`config.mk`:
```
export PLATFORM = sky130hd
export DESIGN_NAME = udp_tx_framer
export DESIGN_NICKNAME = d
export VERILOG_FILES = /design/src/rtl/eth_types_pkg.sv /design/src/rtl/crc32_d8.sv /design/src/rtl/udp_tx_framer.sv
export SDC_FILE = /design/constraint.sdc
export NUM_CORES = 1
export LEC_CHECK = 0
export BUFFER_PORTS_ARGS = -buffer_cell sky130_fd_sc_hd__clkbuf_2
export CAP_MARGIN = 20
export CORE_ASPECT_RATIO = 1.4
export CORE_MARGIN = 5
export CORE_UTILIZATION = 58
export CTS_BUF_LIST = sky130_fd_sc_hd__clkbuf_8 sky130_fd_sc_hd__clkbuf_16
export CTS_CLUSTER_DIAMETER = 30
export CTS_CLUSTER_SIZE = 20
export DETAILED_ROUTE_END_ITERATION = 10
export GPL_TIMING_DRIVEN = 0
export PLACE_DENSITY = 0.87
export SETUP_SLACK_MARGIN = 0.5
export SLEW_MARGIN = 20
export SYNTH_ARGS = -nofsm -noshare
export SYNTH_HDL_FRONTEND = slang
export SYNTH_HIERARCHICAL = 1
export SYNTH_SLANG_ARGS = --single-unit
```
`constraint.sdc`:
```
create_clock -name clk -period 7.9 [get_ports clk]
set_clock_uncertainty 0.15 [all_clocks]
set_input_delay 0 -clock clk [delete_from_list [all_inputs] [get_ports clk]]
set_output_delay 0 -clock clk [all_outputs]
set_load 0.03 [all_outputs]
```
`src/rtl/eth_types_pkg.sv`:
```
// Shared Ethernet/IPv4/UDP types and constants for the transmit and receive paths.
package eth_types_pkg;

  typedef enum logic [3:0] {
    IDLE,
    PREAMBLE,
    ETH_HEADER,
    IP_HEADER,
    UDP_HEADER,
    PAYLOAD,
    PAD,
    FCS,
    IFG
  } tx_state_t;

  localparam logic [15:0] ETHERTYPE_IPV4  = 16'h0800;
  localparam logic [7:0]  IP_PROTO_UDP    = 8'h11;
  localparam logic [7:0]  PREAMBLE_BYTE   = 8'h55;
  localparam logic [7:0]  SFD_BYTE        = 8'hD5;
  localparam int          MIN_FRAME_NOFCS = 60;
  localparam int          MAX_UDP_PAYLOAD = 1472;
  localparam logic [31:0] CRC32_RESIDUE   = 32'hDEBB20E3;
  localparam logic [31:0] CRC32_POLY_REFL = 32'hEDB88320;
  localparam logic [15:0] IP_VER_IHL_TOS  = 16'h4500;
  localparam logic [15:0] IP_FLAGS_DF     = 16'h4000;

  // Ones-complement header checksum; the checksum word itself counts as zero.
  function automatic logic [15:0] ip_checksum(
    input logic [15:0] total_len,
    input logic [15:0] id,
    input logic [7:0]  ttl,
    input logic [31:0] src_ip,
    input logic [31:0] dst_ip
  );
    logic [31:0] sum;
    sum = {16'h0, IP_VER_IHL_TOS} + {16'h0, total_len} + {16'h0, id}
        + {16'h0, IP_FLAGS_DF} + {16'h0, ttl, IP_PROTO_UDP}
        + {16'h0, src_ip[31:16]} + {16'h0, src_ip[15:0]}
        + {16'h0, dst_ip[31:16]} + {16'h0, dst_ip[15:0]};
    sum = {16'h0, sum[15:0]} + {16'h0, sum[31:16]};
    sum = {16'h0, sum[15:0]} + {16'h0, sum[31:16]};
    return ~sum[15:0];
  endfunction

endpackage

```
`src/rtl/crc32_d8.sv`:
```
// Byte-wide reflected CRC32 (poly 0x04C11DB7) next-state function, LSB of data first.
module crc32_d8
  import eth_types_pkg::*;
(
  input  logic [31:0] crc,
  input  logic [7:0]  data,
  output logic [31:0] crc_next
);

  logic [31:0] c;

  always_comb begin
    c = crc;
    for (int i = 0; i < 8; i++) begin
      if (c[0] ^ data[i]) c = (c >> 1) ^ CRC32_POLY_REFL;
      else                c = c >> 1;
    end
    crc_next = c;
  end

endmodule

```
`src/rtl/udp_tx_framer.sv`:
```
// Ethernet II / IPv4 / UDP transmit framer: wraps an upstream payload byte stream
// with preamble, headers, pad and FCS, then holds off for the inter-frame gap.
module udp_tx_framer
  import eth_types_pkg::*;
#(
  parameter logic [47:0] SRC_MAC   = 48'h02_00_00_00_00_01,
  parameter logic [47:0] DEST_MAC  = 48'hFF_FF_FF_FF_FF_FF,
  parameter logic [31:0] SRC_IP    = 32'hC0A8_0164,
  parameter logic [31:0] DEST_IP   = 32'hC0A8_0101,
  parameter logic [15:0] SRC_PORT  = 16'd5000,
  parameter logic [15:0] DEST_PORT = 16'd5001,
  parameter logic [7:0]  TTL       = 8'd64,
  parameter int          IFG_BYTES = 12
) (
  input  logic        clk,
  input  logic        rst,
  input  logic        byte_ce,
  input  logic        tx_start,
  input  logic [10:0] tx_len,
  output logic        tx_busy,
  input  logic [7:0]  pl_data,
  input  logic        pl_valid,
  output logic        pl_ready,
  output logic [7:0]  txd,
  output logic        tx_en,
  output logic        tx_err
);

  localparam logic [10:0] HDR_BYTES = 11'd42;
  localparam logic [10:0] MIN_NOFCS = 11'(MIN_FRAME_NOFCS);
  localparam logic [10:0] MAX_LEN   = 11'(MAX_UDP_PAYLOAD);
  localparam logic [10:0] IFG_LAST  = 11'(IFG_BYTES - 1);

  tx_state_t   state;
  logic [10:0] cnt;
  logic [10:0] len;
  logic [15:0] ip_id;
  logic [15:0] ip_csum;
  logic [31:0] crc;
  logic [31:0] crc_next;
  logic        underrun;

  logic [15:0]  total_len;
  logic [15:0]  udp_len;
  logic [111:0] eth_hdr;
  logic [159:0] ip_hdr;
  logic [63:0]  udp_hdr;
  logic [7:0]   eth_bytes [14];
  logic [7:0]   ip_bytes  [20];
  logic [7:0]   udp_bytes [8];

  logic        start_ok;
  logic        pad_needed;
  logic [10:0] pad_last;
  logic [10:0] pay_last;
  logic        pl_take;
  logic        crc_en;
  logic        emit;
  logic [31:0] fcs_word;
  logic [7:0]  fcs_byte;
  logic [7:0]  cur_byte;

  assign total_len = 16'(len) + 16'd28;
  assign udp_len   = 16'(len) + 16'd8;
  assign eth_hdr   = {DEST_MAC, SRC_MAC, ETHERTYPE_IPV4};
  assign ip_hdr    = {IP_VER_IHL_TOS, total_len, ip_id, IP_FLAGS_DF,
                      TTL, IP_PROTO_UDP, ip_csum, SRC_IP, DEST_IP};
  assign udp_hdr   = {SRC_PORT, DEST_PORT, udp_len, 16'h0000};

  always_comb begin
    for (int i = 0; i < 14; i++) eth_bytes[i] = eth_hdr[8*(13-i) +: 8];
    for (int i = 0; i < 20; i++) ip_bytes[i]  = ip_hdr[8*(19-i) +: 8];
    for (int i = 0; i < 8; i++)  udp_bytes[i] = udp_hdr[8*(7-i) +: 8];
  end

  assign start_ok   = byte_ce && tx_start && (state == IDLE) && (tx_len <= MAX_LEN);
  assign pad_needed = (HDR_BYTES + len) < MIN_NOFCS;
  assign pad_last   = MIN_NOFCS - HDR_BYTES - len - 11'd1;
  assign pay_last   = len - 11'd1;

  // After an underrun the source is no longer asked for data this frame.
  assign pl_ready = byte_ce && (state == PAYLOAD) && !underrun;
  assign pl_take  = pl_ready && pl_valid;

  assign crc_en = (state == ETH_HEADER) || (state == IP_HEADER) || (state == UDP_HEADER)
               || (state == PAYLOAD) || (state == PAD);
  assign emit   = crc_en || (state == PREAMBLE) || (state == FCS);

  // An aborted frame sends the complement of the good FCS so the receiver drops it.
  assign fcs_word = underrun ? crc : ~crc;

  always_comb begin
    case (cnt[1:0])
      2'd0:    fcs_byte = fcs_word[7:0];
      2'd1:    fcs_byte = fcs_word[15:8];
      2'd2:    fcs_byte = fcs_word[23:16];
      default: fcs_byte = fcs_word[31:24];
    endcase
  end

  always_comb begin
    cur_byte = 8'h00;
    case (state)
      PREAMBLE:   cur_byte = (cnt == 11'd7) ? SFD_BYTE : PREAMBLE_BYTE;
      ETH_HEADER: cur_byte = eth_bytes[cnt[3:0]];
      IP_HEADER:  cur_byte = ip_bytes[cnt[4:0]];
      UDP_HEADER: cur_byte = udp_bytes[cnt[2:0]];
      PAYLOAD:    cur_byte = pl_take ? pl_data : 8'h00;
      FCS:        cur_byte = fcs_byte;
      default:    cur_byte = 8'h00;
    endcase
  end

  crc32_d8 u_crc (
    .crc      (crc),
    .data     (cur_byte),
    .crc_next (crc_next)
  );

  always_ff @(posedge clk or posedge rst) begin
    if (rst) begin
      state    <= IDLE;
      cnt      <= '0;
      len      <= '0;
      ip_id    <= '0;
      ip_csum  <= '0;
      crc      <= '1;
      underrun <= 1'b0;
      txd      <= '0;
      tx_en    <= 1'b0;
      tx_err   <= 1'b0;
      tx_busy  <= 1'b0;
    end else if (byte_ce) begin
      txd    <= cur_byte;
      tx_en  <= emit;
      tx_err <= (state == FCS) && underrun;
      cnt    <= cnt + 11'd1;
      if (crc_en) crc <= crc_next;
      if (pl_ready && !pl_valid) underrun <= 1'b1;

      case (state)
        IDLE: begin
          cnt <= '0;
          if (start_ok) begin
            state    <= PREAMBLE;
            len      <= tx_len;
            tx_busy  <= 1'b1;
            crc      <= '1;
            underrun <= 1'b0;
          end
        end
        PREAMBLE: begin
          // Checksum settles long before the first IP header byte is needed.
          if (cnt == 11'd0) ip_csum <= ip_checksum(total_len, ip_id, TTL, SRC_IP, DEST_IP);
          if (cnt == 11'd7) begin
            state <= ETH_HEADER;
            cnt   <= '0;
          end
        end
        ETH_HEADER: if (cnt == 11'd13) begin
          state <= IP_HEADER;
          cnt   <= '0;
        end
        IP_HEADER: if (cnt == 11'd19) begin
          state <= UDP_HEADER;
          cnt   <= '0;
        end
        UDP_HEADER: if (cnt == 11'd7) begin
          cnt <= '0;
          if (len != 11'd0)    state <= PAYLOAD;
          else if (pad_needed) state <= PAD;
          else                 state <= FCS;
        end
        PAYLOAD: if (cnt == pay_last) begin
          cnt   <= '0;
          state <= pad_needed ? PAD : FCS;
        end
        PAD: if (cnt == pad_last) begin
          state <= FCS;
          cnt   <= '0;
        end
        FCS: if (cnt == 11'd3) begin
          state <= IFG;
          cnt   <= '0;
        end
        IFG: if (cnt == IFG_LAST) begin
          state   <= IDLE;
          cnt     <= '0;
          tx_busy <= 1'b0;
          ip_id   <= ip_id + 16'd1;
        end
        default: begin
          state <= IDLE;
          cnt   <= '0;
        end
      endcase
    end
  end

endmodule

```
; ---- Yosys cells after proc, flatten, opt, wreduce, memory -nomap -nowiden
; Memory sizes are Yosys's and may differ from the RTL's.
; Cells that the tools add are included.
[word_totals]
reg_bits = 102
latch_bits = 0
mem_bits_rw = 0
mem_bits_ro = 128
input_bits = 24
output_inout_bits = 12
word_cells = 159
n_memories = 1
[memory_table]
columns = memory, words, width, read_ports, rd_ports_with_merged_regs, wr, line
row1 = (name not given), 16, 8, 1, 0, 0, udp_tx_framer.sv:105  ; ETH_HEADER: cur_byte = eth_bytes[cnt[3:0]];
[op_classes]
add_sub_neg = 18
mul = 0
n_div = 0
order_cmp = 5
n_eq_ne = 26
shift = 0
n_mux = 50
bitwise_logic = 21
reduce_logical = 27
[ops]
columns = operator, count
row1 = 2-to-1 mux 32 bit, 12
row2 = inverter 13 -> 14 bit, 8
row3 = 2-to-1 mux 11 bit, 7
row4 = one-hot mux 11 bit (7 select lines), 1
row5 = 2-to-1 mux 8 bit, 8
row6 = one-hot mux 8 bit (6 select lines), 1
row7 = binary-select mux 8 bit (select 5 bit), 1
row8 = 2-to-1 mux 4 bit, 9
row9 = one-hot mux 4 bit (9 select lines), 1
row10 = inverter 32 bit, 1
row11 = binary-select mux 8 bit (select 3 bit), 1
row12 = one-hot mux 8 bit (3 select lines), 1
row13 = adder 22 x 9 -> 23 bit (second input constant), 1
row14 = adder 21 x 16 -> 22 bit (second input constant), 1
row15 = == test 11 bit, 2
row16 = == test 11 x 4 -> 1 bit (second input constant), 2
row17 = subtractor 11 x 1 -> 11 bit (second input constant), 2
row18 = adder 20 x 9 -> 21 bit (second input constant), 1
row19 = adder 19 x 16 -> 20 bit (second input constant), 1
row20 = adder 18 x 15 -> 19 bit (second input constant), 1
row21 = adder 17 x 15 -> 18 bit (second input constant), 1
row22 = adder 16 x 16 -> 17 bit, 1
row23 = adder 16 x 7 -> 17 bit, 1
row24 = adder 15 x 12 -> 16 bit (first input constant), 1
row25 = 43 further kinds, 81

; ---- Depth between registers and ports, before layout
[depth]
depth_word = 25
ltp_mapped = 36
depth_no_buf = 34

; ---- Cells and area by module
; Netlist, hierarchy kept.
[by_module_without_submodules]
columns = module, n_inst, cells_each, area_per_inst_um2, seq_area_each_um2
row1 = udp_tx_framer, 1, 1074, 8533.2, 2592.5
row2 = crc32_d8, 1, 70, 769.5, 0.0

; ---- Worst setup path before layout
; Ideal clock, no wire load.
[synth_timing]
kind = register to register
startpoint = register len[4]
endpoint = register ip_csum[15]
setup_ns = 0.087
arrival_time_ns = 7.218
required_time_ns = 7.663
path_slack_ns = 0.446
stages_incl_launch_ff = 37
path_buffers = 3
period_less_slack_ns = 7.454
cell_sequence = dfrtp_1 > clkbuf_1 > clkinv_1 > ha_1 > a21boi_0 > nor3_1 > xor2_1 > ha_1 > ha_1 > clkbuf_1 > nand3_1 > o211ai_1 > a311o_1 > a21oi_1 > nor2_1 > o21ai_0 > o21bai_1 > ha_1 > inv_1 > ha_1 > nor3b_1 > nand4_1 > or3_1 > nor2_1 > nand3_1 > nor2_1 > ha_1 > nor2b_1 > nand2_1 > nor2_1 > and3_1 > o21ai_1 > or4_1 > buf_2 > o31ai_2 > mux2_1 > o211ai_1
[synth_via]
elab_chain_len = 12
[synth_rtl]
columns = item, line
row1 = start: declaration, udp_tx_framer.sv:36  ; logic [10:0] len;
row2 = start signal: assignment, udp_tx_framer.sv:146  ; len <= tx_len;
row3 = adder 11 x 5 -> 12 bit, udp_tx_framer.sv:63  ; assign total_len = 16'(len) + 16'd28;
row4 = adder 15 x 12 -> 16 bit, eth_types_pkg.sv:36  ; sum = {16'h0, IP_VER_IHL_TOS} + {16'h0, total_len} + {16'h0, id}
row5 = adder 16 x 16 -> 17 bit, eth_types_pkg.sv:36
row6 = adder 17 x 15 -> 18 bit, eth_types_pkg.sv:37  ; + {16'h0, IP_FLAGS_DF} + {16'h0, ttl, IP_PROTO_UDP}
row7 = adder 18 x 15 -> 19 bit, eth_types_pkg.sv:37
row8 = adder 19 x 16 -> 20 bit, eth_types_pkg.sv:38  ; + {16'h0, src_ip[31:16]} + {16'h0, src_ip[15:0]}
row9 = adder 20 x 9 -> 21 bit, eth_types_pkg.sv:38
row10 = adder 21 x 16 -> 22 bit, eth_types_pkg.sv:39  ; + {16'h0, dst_ip[31:16]} + {16'h0, dst_ip[15:0]};
row11 = adder 22 x 9 -> 23 bit, eth_types_pkg.sv:39
row12 = adder 16 x 7 -> 17 bit, eth_types_pkg.sv:40  ; sum = {16'h0, sum[15:0]} + {16'h0, sum[31:16]};
row13 = adder 16 x 1 -> 16 bit, eth_types_pkg.sv:41  ; sum = {16'h0, sum[15:0]} + {16'h0, sum[31:16]};
row14 = inverter 16 bit, eth_types_pkg.sv:42  ; return ~sum[15:0];
row15 = end signal: assignment, udp_tx_framer.sv:154  ; if (cnt == 11'd0) ip_csum <= ip_checksum(total_len, ip_id, TTL, SRC_IP, DEST_IP);
row16 = end: declaration, udp_tx_framer.sv:38  ; logic [15:0] ip_csum;
; No other way between the ends.
; A chain may end at the register's enable or synchronous reset.

; ---- Worst setup path in the final report
; Ends and elaborated chain as after synthesis.

==> flow_metrics.tcl <==
set metrics [dict create \
    yosysTopAreaCellShare_pct 18.8 \
    cts_made_buffers 9 \
    yosysMostFrequentCell "nand2_1" \
    die_area_um2 18700 \
    drc 0 \
    die_w_um 117 \
    synth_ff_type "dfrtp_1" \
    grt_max_degree 57 \
    cp.arrival_ns 7.28 \
    maxSlewHeadroom_pct 38.3 \
    grt_antenna_before_repair 0 \
    grt_pass1_vias 9050 \
    setup.worst_path.class "reg2reg" \
    fmax_ghz 0.140 \
    status "finished, final reports clean" \
    drt-initial-drc-count 853 \
    tightest_slew_ns 0.917 \
    area_growth_pct 13.2 \
    synth_xor_xnor_area_share_pct 16.0 \
    synth_compound_gate_area_share_pct 19.8 \
    clk_pin_slew_worst_paths_ns 0.07 \
    gp_congestion 1.02 \
    synth_commonest_cells "154 x nand2_1, 93 x xnor2_1, 85 x nor2_1, 72 x o21ai_0, 70 x dfrtp_1" \
    hpwlAfterDp_mm 21.2 \
    post-route-cell-area_um2 10500 \
    cp_num_buf_inv 4 \
    fill_cells 1290 \
    end_kind "flip-flop" \
    yosysTopAreaCell "dfrtp_1" \
    setup_viol 0 \
    rsz0062_at_grt "false" \
    drt-total-wl_mm 27.8 \
    rows 54 \
    synth_edf_count 0 \
    clk_latency_ns 0.36 \
    die_h_um 160 \
    muxShareOfSynthArea_pct 3.74 \
    num_vias 9041 \
    max_stage_delay_ns 0.49 \
    cts_tree "yes" \
    period_needed_ns 7.15 \
    dp.cells 1375 \
    cts_root_buf "clkbuf_16" \
    antennaDiodeCount 0 \
    grt_util_all_layers_pct 30.1 \
    ys_top_cells_by_area "dfrtp_1 19%, dfstp_2 9.0%, xnor2_1 8.8%" \
    cp_slowest_cell "or4_1" \
    first_pass_iters 5 \
    syn_nets 1217 \
    core_region_area_um2 15700 \
    start_util_pct 59.3 \
    clk_path_buf_depth 2 \
    dpl-instance-area_um2 9760 \
    required_ns 8.03 \
    worstPathMaxFanout 10 \
    ioPinCount 36 \
    max_cap_violations 0 \
    viasPerCell 6.37 \
    yosysWarnings 6 \
    routedWlPerCell_um 19.6 \
    slew_violations 0 \
    nNetsFinal 1292 \
    detail-route-antenna-nets 0 \
    whs_ns 0.0293 \
    htreeDepth 3 \
    ys_ff_latch 102 \
    yosysSeqAreaShare_pct 27.9 \
    synth-simple-area-share_pct 21.0 \
    synth_cell_type_count 79 \
    grt-ovfl-total 0 \
    synthAdderAreaFrac_pct 6.67 \
    hp-class "in2reg" \
    synth_top_family_by_area "simple AND/OR/NAND/NOR gates" \
    tns_ns 0 \
    syn_inst 1144 \
    period_share_pct 90.5 \
    port_buffers 34 \
    critPathLaunchType "flip-flop" \
    synth_area_um2 9300 \
    layout-drive-gt1-share_pct 15.7 \
    grt_pass1_wl_mm 45.0 \
    synthArstFlopShare_pct 100 \
    stdcell_count 1420 \
    critPathTopFamily "simple AND/OR/NAND/NOR gates" \
    final_hold_viol_count 0 \
    cts_sinks 102 \
    avgSynthCellArea_um2 8.13 \
    crit_top_cell "ha_1" \
]
[routing by layer]
metal  vias up  part of all wire, %  track usage [%]
met4         0                  6.6             18.2
met2       430                   50             51.0
met3       130                  5.9             4.13
met5         -                    0                0
met1      4280                   38             35.2
li1       4201                    -                -
[cells in the final DEF, fill, tap and decap left out, types with 9 or more instances in the layout]
cell and count:
nand2_1 153, xnor2_1 91, nor2_1 80, o21ai_0 71, dfrtp_1 68, nand3_1 65
clkbuf_1 52, inv_1 51, a21oi_1 48, xor2_1 40, ha_1 39, clkbuf_2 37
dfstp_2 32, nor3_1 23, mux2_2 21, nand4_1 16, o211ai_1 16, dlygate4sd3_1 16
buf_4 13, nand2b_1 12, a221oi_1 12, o21a_1 10, a21o_1 10, nor2b_1 10
mux2i_1 10, a31oi_1 9, clkbuf_16 9
[worst min-delay path, stage by stage]
cell and delay [ns]:
clkbuf_2 0.10, a221oi_1 0.07, nand3_1 0.15, mux2_2 0.18
[worst paths after layout]
| kind | end | slack (ns) | cells after the start | start |
|---|---|---|---|---|
| setup / recovery | ip_csum[15] | 0.75 | 35 | len[4] |
| min in group asynchronous | txd[1] | 0.06 | 3 | rst |
| max in group asynchronous | crc[8] | 6.86 | 4 | rst |
| setup reg to reg | ip_csum[15] | 0.75 | 35 | len[4] |
| hold reg to reg | ip_csum[13] | 0.33 | 2 | ip_csum[13] |
| hold / removal | txd[2] | 0.03 | 4 | pl_data[2] |
[cell type report]
class | instances | area (um2) | area share (%)
Buffer | 67 | 289 | 2.74
Clock buffer | 10 | 239 | 2.27
Clock inverter | 6 | 67.6 | 0.642
Inverter | 55 | 216 | 2.06
Multi-Input combinational cell | 920 | 6420 | 61.0
Sequential cell | 102 | 2590 | 24.6
Tap cell | 196 | 245 | 2.33
Timing Repair Buffer | 64 | 455 | 4.33
[cell families (layout without fill, tap and decap cells)]
kind of cell | Yosys count | after routing
muxes | 32 | 32
DFF | 102 | 102
and+or+nand+nor | 420 | 420
xor gates and xnor gates | 151 | 151
adders and majority gates | 49 | 49
buffers and inverters | 122 | 202
AOI/OAI and AO/OA | 268 | 268
[repair_timing]
item,CTS,global route
hold endpoints to repair,85,0
buffers inserted,2,11
pin swaps,4,15
hold buffers,16,0
setup endpoints to repair,10,6
resized for setup,35,29
[sequential cells by signal (all words and copies together) (netlist names)]
| name | flops |
|---|---|
| crc | 32 |
| ip_csum | 16 |
| ip_id | 16 |
| cnt | 11 |
| len | 11 |
| txd | 8 |
| state | 4 |
| tx_busy | 1 |
| tx_en | 1 |
| tx_err | 1 |
| underrun | 1 |
[through the flow]
stage,util (%),setup WS [ns]
after floorplan,-,0.617
after global placement,62.0,-0.447
after detailed placement,62.3,-0.714
after CTS,66.1,0.511
after global routing,67.2,0.416
final,67.2,0.753
Power is not shown: default switching activity piles up to over one toggle a cycle in this logic, so the estimate is an artifact.
